<file path="src/rtl/clock_reset_sequencer_pkg.sv">
// clock_reset_pkg: shared state encoding, counter sizing and default timing for the reset sequencer
package clock_reset_pkg;

  typedef enum logic [1:0] {
    ASSERT,
    REL_IC,
    RUN
  } state_e;

  localparam int DEF_SYNC_STAGES         = 2;
  localparam int DEF_LOCK_FILTER_CYCLES  = 4;
  localparam int DEF_MIN_ASSERT_CYCLES   = 16;
  localparam int DEF_IC_TO_PERIPH_CYCLES = 8;

  // Bits needed to hold values 0..max(a,b) without wrapping
  function automatic int cnt_width(input int a, input int b);
    return $clog2((a > b ? a : b) + 1);
  endfunction

endpackage

</file>
<file path="src/rtl/clock_reset_sequencer_sync.sv">
// reset_sync_ff: N-stage synchronizer with asynchronous active-low clear to 0
module reset_sync_ff #(
  parameter int N = 2
) (
  input  logic clk_i,
  input  logic rst_ni,
  input  logic d_i,
  output logic q_o
);

  logic [N-1:0] sync_q;

  // Shift the asynchronous input through N flops; clearing reads as "not ready"
  always_ff @(posedge clk_i or negedge rst_ni)
    if (!rst_ni) sync_q <= '0;
    else sync_q <= {sync_q[N-2:0], d_i};

  assign q_o = sync_q[N-1];

endmodule

</file>
<file path="src/rtl/clock_reset_sequencer.sv">
// clock_reset_sequencer: per-domain ordered reset release gated by filtered lock and external request
module clock_reset_sequencer
  import clock_reset_pkg::*;
#(
  parameter int SYNC_STAGES         = DEF_SYNC_STAGES,
  parameter int LOCK_FILTER_CYCLES  = DEF_LOCK_FILTER_CYCLES,
  parameter int MIN_ASSERT_CYCLES   = DEF_MIN_ASSERT_CYCLES,
  parameter int IC_TO_PERIPH_CYCLES = DEF_IC_TO_PERIPH_CYCLES
) (
  input  logic i_clk,
  input  logic i_resetn,
  input  logic i_ext_resetn,
  input  logic i_locked,
  output logic o_interconnect_resetn,
  output logic o_peripheral_resetn,
  output logic o_peripheral_reset,
  output logic o_in_reset
);

  localparam int CW = cnt_width(MIN_ASSERT_CYCLES, IC_TO_PERIPH_CYCLES);
  localparam int LW = cnt_width(LOCK_FILTER_CYCLES, 1);
  localparam logic [CW-1:0] MIN_LAST = CW'(MIN_ASSERT_CYCLES - 1);
  localparam logic [CW-1:0] IC_LAST  = CW'(IC_TO_PERIPH_CYCLES - 1);
  localparam logic [LW-1:0] LOCK_MAX = LW'(LOCK_FILTER_CYCLES);

  logic          req_n_s, lock_s, lock_ok, go;
  logic [LW-1:0] lock_cnt_q, lock_cnt_d;
  logic [CW-1:0] cnt_q, cnt_d;
  state_e        state_q, state_d;
  logic          ic_n_d, pr_n_d, pr_d, in_rst_d;

  reset_sync_ff #(.N(SYNC_STAGES)) u_req_sync (
    .clk_i (i_clk),
    .rst_ni(i_resetn),
    .d_i   (i_ext_resetn),
    .q_o   (req_n_s)
  );

  reset_sync_ff #(.N(SYNC_STAGES)) u_lock_sync (
    .clk_i (i_clk),
    .rst_ni(i_resetn),
    .d_i   (i_locked),
    .q_o   (lock_s)
  );

  assign lock_ok = lock_cnt_q == LOCK_MAX;
  assign go      = req_n_s && lock_ok;

  // Lock filter: count consecutive locked cycles, saturate, drop to zero on any unlock
  always_comb lock_cnt_d = !lock_s ? '0 : lock_ok ? lock_cnt_q : lock_cnt_q + 1'b1;

  // Next-state decode; losing go aborts from any released state, outputs follow the next state
  always_comb begin
    state_d = state_q;
    cnt_d   = '0;
    unique case (state_q)
      ASSERT: begin
        state_d = (go && cnt_q == MIN_LAST) ? REL_IC : ASSERT;
        cnt_d   = (!go || cnt_q == MIN_LAST) ? '0 : cnt_q + 1'b1;
      end
      REL_IC: begin
        state_d = !go ? ASSERT : (cnt_q == IC_LAST) ? RUN : REL_IC;
        cnt_d   = (!go || cnt_q == IC_LAST) ? '0 : cnt_q + 1'b1;
      end
      RUN:     state_d = go ? RUN : ASSERT;
      default: state_d = ASSERT;
    endcase
    ic_n_d   = state_d != ASSERT;
    pr_n_d   = state_d == RUN;
    pr_d     = state_d != RUN;
    in_rst_d = state_d != RUN;
  end

  // State, counters and glitch-free registered outputs
  always_ff @(posedge i_clk or negedge i_resetn)
    if (!i_resetn) begin
      state_q               <= ASSERT;
      cnt_q                 <= '0;
      lock_cnt_q            <= '0;
      o_interconnect_resetn <= 1'b0;
      o_peripheral_resetn   <= 1'b0;
      o_peripheral_reset    <= 1'b1;
      o_in_reset            <= 1'b1;
    end else begin
      state_q               <= state_d;
      cnt_q                 <= cnt_d;
      lock_cnt_q            <= lock_cnt_d;
      o_interconnect_resetn <= ic_n_d;
      o_peripheral_resetn   <= pr_n_d;
      o_peripheral_reset    <= pr_d;
      o_in_reset            <= in_rst_d;
    end

endmodule

</file>
<file path="config.mk">
export PLATFORM = sky130hd
export DESIGN_NAME = clock_reset_sequencer
export DESIGN_NICKNAME = d
export VERILOG_FILES = /design/src/rtl/clock_reset_sequencer_pkg.sv /design/src/rtl/clock_reset_sequencer_sync.sv /design/src/rtl/clock_reset_sequencer.sv
export SDC_FILE = /design/constraint.sdc
export NUM_CORES = 1
export LEC_CHECK = 0
export BUFFER_PORTS_ARGS = -buffer_cell sky130_fd_sc_hd__buf_2
export CORE_AREA = 2 2 39 41
export CTS_BUF_LIST = sky130_fd_sc_hd__clkbuf_8
export DETAILED_ROUTE_END_ITERATION = 16
export DIE_AREA = 0 0 41 43
export PLACE_DENSITY = 0.81
export SLEW_MARGIN = 20
export SYNTH_ARGS = -nofsm -noshare
export SYNTH_HDL_FRONTEND = slang
export SYNTH_SLANG_ARGS = --single-unit
export TNS_END_PERCENT = 50
</file>
<file path="constraint.sdc">
create_clock -name i_clk -period 1.9 [get_ports i_clk]
set_clock_uncertainty 0.2 [all_clocks]
set_input_delay 0.38 -clock i_clk [delete_from_list [all_inputs] [get_ports i_clk]]
set_output_delay 0.38 -clock i_clk [all_outputs]
set_load 0.03 [all_outputs]
</file>
# Word level (Yosys, flattened, before mapping)
# Index checks and enable logic that the tools add are counted.
# classes
reduce_logical	7
add_sub_neg	2
muxes	10
n_eq_ne	8
# ops
op	n
$mux 5	2
$pmux 5 s2	1
$mux 2	3
$mux 3	2
$pmux 2 s3	1
$add 5x1->5 const B	1
$eq 5x3->1 const B	1
$eq 5x4->1 const B	1
$eq 2x2->1 const B	2
$ne 2x2->1 const B	2
$add 3x1->3 const B	1
$eq 3x3->1 const B	1
$eq 2x1->1 const B	1
$logic_and 1x1->1	2
$logic_not 2->1	1
$logic_or 1x1->1	2
$reduce_bool 2->1	1
$logic_not 1->1	1
$mux 1	1
# totals
regBits	17
inputBits	4
out_inout_bits	4

# Logic depth before layout (Yosys ltp)
# depth
ltp_word	6
depth_mapped	5
mapped_depth_nobuf	5

# Cells and area by module
# Synthesis repeated with hierarchy kept, for this count alone.
# unflattened
hier_cells	57
hier_area_um2	695.7
# modules_own_cells
module	cells_each	area_each_um2	instances
clock_reset_sequencer	53	595.6	1
reset_sync_ff	2	50.0	2

# Worst setup path after synthesis
# Ideal clock, no wire load.
# synth_path
path_kind	register -> register
start	reg cnt_q[0]
end	reg cnt_q[1]
setup_ns	0.088
arrival_time_ns	1.483
stages_incl_launch_ff	6
setup_slack_ns	0.129
period_less_slack_ns	1.771
required_time_ns	1.612
path_buffers	0
cell_sequence	dfrtp_1 ha_1 and3_2 ha_1 a211o_1 nor3b_1
# synth_between
elab_chain_cells	4
elab_cells_between_ends	8
cone_classes	add/sub: 1; eq/ne: 2; mux: 3; reduce/logical: 2
# synth_rtl
element	line	text
from (decl)	clock_reset_sequencer.sv:28	logic [CW-1:0] cnt_q, cnt_d;
from (signal assigned)	clock_reset_sequencer.sv:86	cnt_q <= cnt_d;
branches (longest 3 deep; another with $add 5x1->5)	n/a	
$pmux 5 s2 *	clock_reset_sequencer.sv:56	unique case (state_q)
net cnt_d[1]	clock_reset_sequencer.sv:28	
# Mark *: on every way through the listed nets, which the timed path passes.
# A chain may end at the register's enable or synchronous reset.

# Final worst setup path
# Same ends and word-level chain as after synthesis.

==> impl.org <==
** Clock network
- Number of setup buffers added after CTS :: 0
- CTS saw 17 sinks.
- Latest clock arrival within the worst-skew pair :: roughly 0.25 ns
- Clock-pin slew on the worst setup and hold paths :: 0.07 ns
- Buffers inserted during clock tree synthesis total 3.
- H-tree depth reported by CTS :: 1
- Root buffer cell :: sky130_fd_sc_hd__clkbuf_8
- Clock tree from TritonCTS :: built
- Maximum count of clock buffers along a single path :: 2

** Synthesis
- Yosys top cell by area :: sky130_fd_sc_hd__dfrtp_1
- By area the synthesized netlist is led by sky130_fd_sc_hd__dfrtp_1 (58%), sky130_fd_sc_hd__ha_1 (7.2%), sky130_fd_sc_hd__dfstp_2 (3.8%), sky130_fd_sc_hd__nor3_1 (2.9%), sky130_fd_sc_hd__inv_1 (2.7%).
- Commonest cells in the synthesized netlist :: sky130_fd_sc_hd__dfrtp_1 (16), sky130_fd_sc_hd__inv_1 (5), sky130_fd_sc_hd__ha_1 (4), sky130_fd_sc_hd__nor3_1 (4)
- In this run, synthesis inferred 0 flip-flops with an integrated enable.
- Synthesis produced a netlist with a net count of 65.
- The synthesized netlist contains 25 unique library cells.
- The share of the Yosys chip area taken by registers is 0.613.
- Synthesis inferred 17 register bits.
- Yosys warnings :: 0
- Of all flip-flops after synthesis, the portion carrying an async set or reset was 1.00.
- Top-count cell post-synth :: sky130_fd_sc_hd__dfrtp_1
- Average instance area after synthesis :: ~12 um^2
- Dominant synthesized flop cell :: sky130_fd_sc_hd__dfrtp_1
- The share of synthesized area in the top cell type comes to 0.576.
- Cell count after synthesis :: 57
- Cell area after synthesis :: just under 700 um^2

** Power and ir drop
- For this design the static power due to leakage is 0.375 nW.
- Of the total power, combinational logic draws 0.066.
- Of the total power, the share spent switching nets is 0.221.
- Of the total power, the clock network draws 0.384.
- Internal portion of total power :: roughly 0.00054 W
- Dividing total power by cell area gives a power density of 828 nW/um^2.
- Worst VDD drop :: 0.470 mV
- Sw power :: 0.000154 W
- Of the total power, registers draw 0.550.

** Drt
- After detailed routing, the number of vias per cell comes to about 5.2.
- Detailed-router iteration count before antenna repair :: 4
- The routed layout has around 440 vias.
- The routed design has between 900 and 1000 um of wire.
- Mean routed wirelength per cell :: roughly 11 um
- For this run, design rule violations remaining after detail routing come to 0.
- Number of design-rule violations left by the first detailed-router iteration :: 3
- Count of nets left with antenna violations after detail routing :: 0

** Die
- For this design the top-level I/O count stands at 8.
- Starting density of the core :: 0.503
- The floorplan step set the die width to slightly above 40 um.
- The die is roughly 43 um tall.
- The die covers between 1500 and 2000 um^2.
- The region available for standard cell placement spans 1380 um^2.
- In this run the core area contains 14 standard-cell rows.

** Critical path
- The worst register-to-register path has a setup slack of about 0.074 ns.
- For the worst setup path, the data required time is around 1.9 ns.
- Critical path startpoint category :: flip-flop
- Crit path arrival time :: 1.80 ns
- By startpoint and endpoint, the worst setup path is classified as flip-flop to flip-flop.
- In this run the worst path has a maximum fanout of 5.
- For the worst flop-to-flop path, the logic depth is 5.
- CP endpoint kind :: flip-flop

** Cells and area
- Of the cells placed in the final design, the portion with a size suffix greater than 1 is 0.333.
- Once layout is complete, the cells apart from fillers number between 80 and 90.
- 0 antenna diodes ended up in the layout.
- In the final design database the tool counted a little under 80 nets.
- Compared with the post-synthesis result, the final layout area differs by 21.0%.

** STA
- Dividing the final minimum period by the clock period gives 0.961.
- Fin Setup TNS :: 0 ns
- Slew headroom :: 0.583
- Final number of max-transition violations :: 0
- Setup violations, final :: 0
- Min Tclk post-route :: 1.83 ns
- For the pin with the worst max-slew slack, the measured transition is 0.620 ns.
- Achievable clock frequency :: ~550 MHz
- Setup repair after global routing missed its margin :: yes
- The final hold violation count is 0.

** Global routing
- Fraction of met2 tracks used by global routing :: 0.216
- The number of global-route vias before repair is approximately 430.
- Antenna violations before repair :: 0
- The layer flagged by global routing as most heavily used is met2.
- Global route overflow :: 0
- For this run, the total global-route usage over all layers was measured as 0.142.
- First-pass GRT wire length :: 1660 um
- Met3 track demand over resource :: 0.0314
- Entering global routing, the biggest net connects 18 pins.
- For this run, global-route usage on met1 was measured as 0.168.

** Job
- Number of maximum-capacitance violations :: 0

** Place
- Detailed placement ended at an HPWL of 689 um.
- Number of placed instances, taps included :: 80
- The congestion estimate from routability-driven global placement came to a little under 0.8.
- Buffers placed on the I/O ports in this run total 7.

** Worst hold path
- Number of cells traversed by the worst hold path :: 1
- Class of the most critical hold timing path :: input pin to flip-flop

** Outcome
- Result of the run :: finished clean
per-layer routing:
metal | vias up | share of wire | wire length [um]
met5 | - | 0 | 0
met4 | 0 | 0.0094 | 9
met3 | 2 | 0.028 | 27
met2 | 6 | 0.52 | 495
met1 | 217 | 0.44 | 422
li1 | 216 | - | -
cells by family (layout without fill, tap and decap cells):
family          Yosys count  in the layout  share of synthesized area
simple gates             20             20                      0.169
xor+xnor                  3              3                     0.0378
fa+ha+maj                 4              4                     0.0719
flops                    17             17                      0.613
compound gates            7              7                     0.0701
buf+inv                   6             18                     0.0378
path summary, 6_finish.rpt:
path                                                       from                               to
worst max-delay path                         cnt_q[0]$_DFF_PN0_               cnt_q[1]$_DFF_PN0_
worst min-delay path                               i_ext_resetn   u_req_sync.sync_q[0]$_DFF_PN0_
worst max register to register               cnt_q[0]$_DFF_PN0_               cnt_q[1]$_DFF_PN0_
worst min register to register  u_lock_sync.sync_q[0]$_DFF_PN0_  u_lock_sync.sync_q[1]$_DFF_PN0_
max in group asynchronous                              i_resetn             o_in_reset$_DFF_PN1_
min in group asynchronous                              i_resetn    o_peripheral_resetn$_DFF_PN0_
sequential cells by signal, summed over array words and instances (netlist names):
name	flops
cnt_q	5
lock_cnt_q	3
o_in_reset	1
o_interconnect_resetn	1
o_peripheral_resetn	1
state_q	2
u_lock_sync.sync_q	2
u_req_sync.sync_q	2
critical path, cell delays in order, from the launching register on:
cell and delay [ns]:
sky130_fd_sc_hd__dfrtp_1 0.40, sky130_fd_sc_hd__ha_2 0.21, sky130_fd_sc_hd__and3_2 0.21, sky130_fd_sc_hd__ha_1 0.20, sky130_fd_sc_hd__a211o_4 0.37, sky130_fd_sc_hd__nor3b_2 0.16
layout by cell type (no fill, tap or decap), types with 2 or more instances in the layout:
master and instances:
sky130_fd_sc_hd__dfrtp_1 16, sky130_fd_sc_hd__buf_2 7, sky130_fd_sc_hd__inv_1 5, sky130_fd_sc_hd__nand2_1 3
sky130_fd_sc_hd__nand3_1 3, sky130_fd_sc_hd__ha_1 3, sky130_fd_sc_hd__clkbuf_8 3, sky130_fd_sc_hd__nor3_2 2
sky130_fd_sc_hd__nand2b_1 2, sky130_fd_sc_hd__and2b_2 2, sky130_fd_sc_hd__xnor2_1 2, sky130_fd_sc_hd__nor3_1 2
power groups by stage:
stage          clock network [W]  registers (W)  logic [W]
6_report                0.000268       0.000383  0.0000459
5_1_grt                 0.000290       0.000385  0.0000533
4_1_cts                 0.000275       0.000384  0.0000463
3_5_place_dp                   0       0.000390  0.0000444
3_3_place_gp                   0       0.000390  0.0000431
2_1_floorplan                  0       0.000389  0.0000291
repair_timing:
action                                  CTS  global route
hold buffers                              1             0
gates cloned                              0             0
resized for setup                         1             5
hold endpoints to repair                 16             0
endpoints found under the setup margin    1             5
per-stage QoR:
step	util	power, W	hold slack, ns	worst slack (ns)	cell area [um^2]
floorplan	-	0.000418	-0.116	0.129	696
global placement	0.542	0.000433	0.113	0.0858	751
detailed placement	0.542	0.000435	0.111	0.0101	751
CTS	0.589	0.000705	0.0286	0.00705	815
global route	0.608	0.000728	0.0205	0.00351	842
finish	0.608	0.000697	0.0335	0.0736	842
final cells by class:
cell class	instances	area, um^2
Clock buffer	3	41.3
Inverter	5	18.8
Multi-Input combinational cell	34	275
Sequential cell	17	427
Timing Repair Buffer	9	52.6
Clock inverter	1	7.51
Fill cell	110	542
Tap cell	16	20.0
Power figures use the tool's default switching activity.
